### src/rtl/echo_pkg.sv
// Shared definitions for the echo request/indication message path.
// Message layout (96 bits): [95:64] tag, [63:32] meth, [31:0] v.
// No ports; imported by echo_msg_fifo and echo_request_responder.
package echo_pkg;

    localparam int unsigned ECHO_MSG_W = 96;
    localparam int unsigned TAG_W      = 32;
    localparam int unsigned FIELD_W    = 32;

    localparam int unsigned TAG_LSB  = 64;
    localparam int unsigned METH_LSB = 32;
    localparam int unsigned V_LSB    = 0;

    localparam logic [TAG_W-1:0] ECHO_TAG_SAY   = 32'd0;
    localparam logic [TAG_W-1:0] ECHO_TAG_HEARD = 32'd0;

    typedef struct packed {
        logic [FIELD_W-1:0] meth;
        logic [FIELD_W-1:0] v;
    } echo_payload_t;

    // Build an outgoing heard indication from a buffered payload.
    function automatic logic [ECHO_MSG_W-1:0] pack_heard(input echo_payload_t p);
        return {ECHO_TAG_HEARD, p.meth, p.v};
    endfunction

endpackage

### src/rtl/echo_msg_fifo.sv
// DEPTH-entry payload FIFO, no bypass. Head entry is presented combinationally.
// Ports:
//   CLK, nRST  clock and asynchronous active-high reset
//   push/wdata write one payload (caller guarantees not full)
//   pop        drop the head entry (caller guarantees not empty)
//   rdata      head payload
//   count      entries held (0..DEPTH)
//   empty      count == 0
module echo_msg_fifo
    import echo_pkg::*;
#(
    parameter int unsigned DEPTH = 4
) (
    input  logic                       CLK,
    input  logic                       nRST,
    input  logic                       push,
    input  echo_payload_t              wdata,
    input  logic                       pop,
    output echo_payload_t              rdata,
    output logic [$clog2(DEPTH):0]     count,
    output logic                       empty
);

    localparam int unsigned PTR_W = $clog2(DEPTH);
    localparam int unsigned CNT_W = PTR_W + 1;

    echo_payload_t    mem [DEPTH];
    logic [PTR_W-1:0] wr_ptr;
    logic [PTR_W-1:0] rd_ptr;
    logic [CNT_W-1:0] cnt_q;

    // Storage array carries no reset; validity is tracked by the count.
    always_ff @(posedge CLK) begin
        if (push) begin
            mem[wr_ptr] <= wdata;
        end
    end

    // Pointers wrap naturally because DEPTH is a power of two.
    always_ff @(posedge CLK or posedge nRST) begin
        if (nRST) begin
            wr_ptr <= '0;
            rd_ptr <= '0;
            cnt_q  <= '0;
        end else begin
            if (push) begin
                wr_ptr <= wr_ptr + PTR_W'(1);
            end
            if (pop) begin
                rd_ptr <= rd_ptr + PTR_W'(1);
            end
            case ({push, pop})
                2'b10:   cnt_q <= cnt_q + CNT_W'(1);
                2'b01:   cnt_q <= cnt_q - CNT_W'(1);
                default: cnt_q <= cnt_q;
            endcase
        end
    end

    assign rdata = mem[rd_ptr];
    assign count = cnt_q;
    assign empty = (cnt_q == '0);

endmodule

### src/rtl/echo_request_responder.sv
// Far-end echo responder: decodes say(meth, v) requests, buffers payloads and
// returns each one, in order, as a heard(meth, v) indication.
// Optional feature: define ECHO_RESPONDER_ERRCNT_EN to build the saturating
// dropped-message counter; otherwise err_count is tied to 0.
// Ports:
//   CLK, nRST                  clock, asynchronous active-high reset
//   req_enq_ena/_v/_rdy        request input handshake (96-bit message)
//   ind_enq_ena/_v/_rdy        indication output handshake (96-bit message)
//   occupancy                  payloads held including the output register
//   err_count                  non-say messages dropped, saturating
module echo_request_responder
    import echo_pkg::*;
#(
    parameter int unsigned DEPTH = 4,
    parameter int unsigned ERR_W = 8
) (
    input  logic                      CLK,
    input  logic                      nRST,
    input  logic                      req_enq_ena,
    input  logic [ECHO_MSG_W-1:0]     req_enq_v,
    output logic                      req_enq_rdy,
    output logic                      ind_enq_ena,
    output logic [ECHO_MSG_W-1:0]     ind_enq_v,
    input  logic                      ind_enq_rdy,
    output logic [$clog2(DEPTH):0]    occupancy,
    output logic [ERR_W-1:0]          err_count
);

    localparam int unsigned OCC_W = $clog2(DEPTH) + 1;

    echo_payload_t    in_payload;
    logic [TAG_W-1:0] in_tag;
    logic             accept;
    logic             is_say;
    logic             send;
    logic             slot_free;
    logic             fifo_push;
    logic             fifo_pop;
    logic             fifo_empty;
    logic [OCC_W-1:0] fifo_count;
    echo_payload_t    fifo_head;
    logic [OCC_W-1:0] occ;

    logic             out_valid;
    echo_payload_t    out_data;

    // Request decode.
    assign in_tag          = req_enq_v[TAG_LSB +: TAG_W];
    assign in_payload.meth = req_enq_v[METH_LSB +: FIELD_W];
    assign in_payload.v    = req_enq_v[V_LSB +: FIELD_W];

    // Ready depends on registered occupancy only, never on ind_enq_rdy.
    assign occ          = fifo_count + OCC_W'(out_valid);
    assign req_enq_rdy  = (occ != OCC_W'(DEPTH + 1));
    assign accept       = req_enq_ena && req_enq_rdy;
    assign is_say       = accept && (in_tag == ECHO_TAG_SAY);

    // Output register can take a new payload when idle or when sending now.
    assign send      = out_valid && ind_enq_rdy;
    assign slot_free = !out_valid || send;
    assign fifo_pop  = slot_free && !fifo_empty;
    // A say bypasses the FIFO only when the FIFO is empty and the slot frees.
    assign fifo_push = is_say && !(slot_free && fifo_empty);

    echo_msg_fifo #(
        .DEPTH (DEPTH)
    ) u_fifo (
        .CLK   (CLK),
        .nRST  (nRST),
        .push  (fifo_push),
        .wdata (in_payload),
        .pop   (fifo_pop),
        .rdata (fifo_head),
        .count (fifo_count),
        .empty (fifo_empty)
    );

    // Output register: refill from FIFO head first, else from a bypassed say.
    always_ff @(posedge CLK or posedge nRST) begin
        if (nRST) begin
            out_valid <= 1'b0;
            out_data  <= '0;
        end else if (slot_free) begin
            if (!fifo_empty) begin
                out_valid <= 1'b1;
                out_data  <= fifo_head;
            end else if (is_say) begin
                out_valid <= 1'b1;
                out_data  <= in_payload;
            end else begin
                out_valid <= 1'b0;
                out_data  <= '0;
            end
        end
    end

    assign ind_enq_ena = out_valid;
    assign ind_enq_v   = out_valid ? pack_heard(out_data) : '0;
    assign occupancy   = occ;

`ifdef ECHO_RESPONDER_ERRCNT_EN
    logic [ERR_W-1:0] err_q;

    // Counts accepted non-say messages, holding at all-ones.
    always_ff @(posedge CLK or posedge nRST) begin
        if (nRST) begin
            err_q <= '0;
        end else if (accept && !is_say && (err_q != '1)) begin
            err_q <= err_q + ERR_W'(1);
        end
    end

    assign err_count = err_q;
`else
    assign err_count = '0;
`endif

endmodule

### config.mk
export PLATFORM = sky130hd
export DESIGN_NAME = echo_request_responder
export DESIGN_NICKNAME = d
export VERILOG_FILES = /design/src/rtl/echo_pkg.sv /design/src/rtl/echo_msg_fifo.sv /design/src/rtl/echo_request_responder.sv
export SDC_FILE = /design/constraint.sdc
export NUM_CORES = 1
export LEC_CHECK = 0
export BUFFER_PORTS_ARGS = -buffer_cell sky130_fd_sc_hd__buf_2
export CORE_UTILIZATION = 40
export DETAILED_ROUTE_END_ITERATION = 8
export PLACE_DENSITY_LB_ADDON = 0.1
export SYNTH_ARGS = -nofsm -noshare
export SYNTH_HDL_FRONTEND = slang
export SYNTH_SLANG_ARGS = --single-unit
### constraint.sdc
create_clock -name CLK -period 3.6 [get_ports CLK]
set_clock_uncertainty 0.15 [all_clocks]
set_input_delay 0.36 -clock CLK [delete_from_list [all_inputs] [get_ports CLK]]
set_output_delay 0.36 -clock CLK [all_outputs]
set_load 0.02 [all_outputs]
==> impl_results.md <==
* Status: finished clean
* Vias in the first global route at 7999
* Yosys warnings at 0
* I/O pin total at 209
* Die X at 187.5 microns
* 1st-iter DRT viols at 391
* Post-synthesis mux area share at 10.63%
* CP required at 3.86 ns
* Max Clk Rate at 346.6 MHz
* # clock sinks at 328
* Final hold violations at 0
* Worst-Skew Late Latency at 0.51 ns
* CTS Buffer Depth at 3
* Synthesis-to-layout area growth at 23.07%
* Post-Synth Adder-Cell Area at 0.7821%
* Synth area leaders: edfxtp_1, dfrtp_1, mux4_2
* WL final at 30560 microns
* R2R Setup Slk at 0.71 ns
* Reg2reg end: out_data[24]
* Critical R2R Launch: u_fifo.count[0]
* Inserted Clock Buffers at 37
* Share of cells above drive strength 1 at 33.45%
* Synth Area in Simple Gates at 4.802%
* Post-Syn Area at 13760 sq um
* RSZ-0062 raised after global routing: no
* Global-route total usage across every layer at 17.88%
* Fin nets at 1209
* Setup bufs post-CTS at 0
* HP Class: in2reg
* CP endpoint kind: flop
* ANT nets after route at 0
* Largest net degree at the start of global routing at 66
* Hold path cells at 5
* Area fraction of the dominant cell type after synthesis at 55.87%
* Count leader, synth: edfxtp_1
* Most used cell, CP: ha_1
* Tcrit/Tclk final at 80.15%
* DP Area at 15120 sq um
* Pwr Density at 709.7 nW/um^2
* Post_cts resized at 0
* Slew @ Worst Pin at 1.060 ns
* Initial antenna violation count at 0
* # diodes at 0
* Most frequent cells after synthesis: edfxtp_1, inv_1, nand2_1, dfrtp_1, mux4_2
* Die Ht at 187.5 microns
* Leading area contributor after synthesis: edfxtp_1
* Fin crit period at 2.885 ns
* Worst setup SP type: flop
* Drt wl/cell at 19.37 microns
* CTS clk-pin slew, worst paths at 0.06 ns
* CTS tree: built
* Largest family of logic cells by synthesized area: multiplexers
* DRC Markers at 0
* Compound-Gate Fraction of Synth Area at 6.948%
* Vias at 7722
* First-pass GRT wire length at 47810 microns
* Worst Hold Launch: req_enq_v[70]
* Gate Count Post-Synth at 848
* Register bit total from synthesis at 328
* Post-route cell area at 16930 sq um
* Maxcap violations at 0
* Crit Path Class: reg2reg
* Syn_area_per_cell at 16.22 sq um
* Worst path cell trace: ha_1 -> ha_1 -> xor2_1 -> a311oi_2 -> nand4_4 -> buf_4 -> o221ai_1
* Xor and xnor area share after synthesis at 0.4456%
* CP arrival at 3.14 ns
* Slew Limit Fails at 0
* IO buf count at 168
* Slew margin rel. at 29.33%
* Setup TNS at 0 ns
* Final setup viols at 0
* Grt ovf at 0
* Core ar. at 33700 sq um
* CP max stage delay at 0.58 ns
* DR pass1 iterations at 5
* Routed vias/inst at 4.894
* Die area at 35140 sq um
* Number of flops mapped to enable cells by yosys at 256
* H-tree depth at 2
* Worst-path fanout max at 24
* Seq/Total Area, Yosys at 68.97%
* Detailed placer's ending HPWL at 18090 microns
* Hold Path End: ind_enq_ena
* RePlAce Congestion at 0.7049
* Share of flip-flops with an asynchronous set or reset at 21.95%
* Worst reg2reg path depth at 7
* CP max stage cell: nand4_4
* Initial core utilization at 40.83%
* Unique masters post-synth at 36
* Maximum vdd drop at 431.4 uV
* Leakage at 0.006869 uW
* Cell Rows at 67
* Top FF cell, synth: edfxtp_1
* CTS Root Cell: clkbuf_16
where the power goes:
part           internal (uW)  switching [uW]  total, uW
clock                   2140            1410       3550
combinational           1600            2030       3630
sequential              4470             372       4840
total                   8200            3810      12000
cell families (layout without fill, tap and decap cells):
group | Yosys count | after routing
compound gates | 67 | 67
flops | 328 | 328
simple gates | 154 | 154
mux | 66 | 66
buf+inv | 217 | 460
fa+ha+maj | 8 | 8
xor+xnor | 7 | 7
other cells | 1 | 40
layout make-up:
class | count | area (sq um)
inverter | 135 | 509.2
tap | 448 | 560.5
timing repair buffer | 257 | 1787
multi-input combinational | 342 | 3416
clock inverter | 6 | 30.03
fill | 2863 | 16770
clock buffer | 62 | 1132
sequential | 328 | 9498
critical path, delay by kind of cell (launching register included):
| kind | cells | cell delay, ns |
|---|---|---|
| AND/OR/NAND/NOR | 1 | 0.58 |
| buffers and inverters | 1 | 0.48 |
| flip-flops | 1 | 0.41 |
| adder cells (fa/ha/maj) | 2 | 0.38 |
| AO/OA/AOI/OAI | 2 | 0.61 |
| XOR/XNOR | 1 | 0.17 |
per-stage QoR:
step	hold slack, ns	util [%]	instances	total power (uW)	setup WS [ns]
final	0.1030	50.25	1578	12020	0.7147
after global routing	0.1141	50.25	1578	12700	0.5248
after CTS	0.08398	50.25	1578	12220	0.6884
after detailed placement	0.3188	44.87	1445	8588	0.6979
after global placement	0.3213	44.87	1445	8564	0.7648
after floorplan	0.3089	-	887	7490	0.3186
layer usage:
| metal | vias to the layer above | part of all wire (%) | GRT usage [%] | routed length (microns) |
|---|---|---|---|---|
| li1 | 3537 | - | - | - |
| met1 | 3959 | 47 | 25.32 | 14250 |
| met2 | 194 | 48 | 29.27 | 14730 |
| met3 | 32 | 3.8 | 2.683 | 1148 |
| met4 | 0 | 1.4 | 4.034 | 431 |
| met5 | - | 0 | 0 | 0 |
placed cells by master, fill, tap and decap left out, types with 3 or more instances in the layout:
master         netlist  final
and2_4               0      4
buf_12               0      9
buf_2                6    167
buf_4               40     16
clkbuf_1            20     16
clkbuf_16            0     39
clkbuf_8             0      7
clkinv_1             0      3
conb_1               1     40
dfrtp_1             72     69
dlygate4sd3_1        0     65
edfxtp_1           256    256
ha_1                 7      7
inv_1              135    134
mux4_2              64     64
nand2_1            128    128
nor4_1               5      5
o221ai_1             4      4
o221ai_2            59     59
xnor2_1              3      3
xor2_1               4      4
flip-flops by register name, summed over array words and instances (netlist names):
register       cells
ind_enq_ena        1
out_data          64
u_fifo.count       3
u_fifo.mem       256
u_fifo.rd_ptr      2
u_fifo.wr_ptr      2
how the worst max path moves through the flow:
| stage | end | cells after the start | startpoint | slack (ns) |
|---|---|---|---|---|
| 6_report | out_data[24] | 7 | u_fifo.count[0] | 0.71 |
| 5_1_grt | u_fifo.count[2] | 10 | u_fifo.count[0] | 0.52 |
| 4_1_cts | out_data[24] | 7 | u_fifo.count[0] | 0.69 |
| 3_5_place_dp | out_data[24] | 7 | u_fifo.count[0] | 0.70 |
| 3_3_place_gp | u_fifo.mem[3][18] | 6 | req_enq_v[68] | 0.76 |
| 2_1_floorplan | u_fifo.count[2] | 13 | ind_enq_ena | 0.32 |
what timing repair did:
item,in CTS,in global routing
hold buffers,65,0
hold endpoints to repair,292,0
endpoints found under the setup margin,0,0
Note: power is estimated with default switching activity, not from simulation.
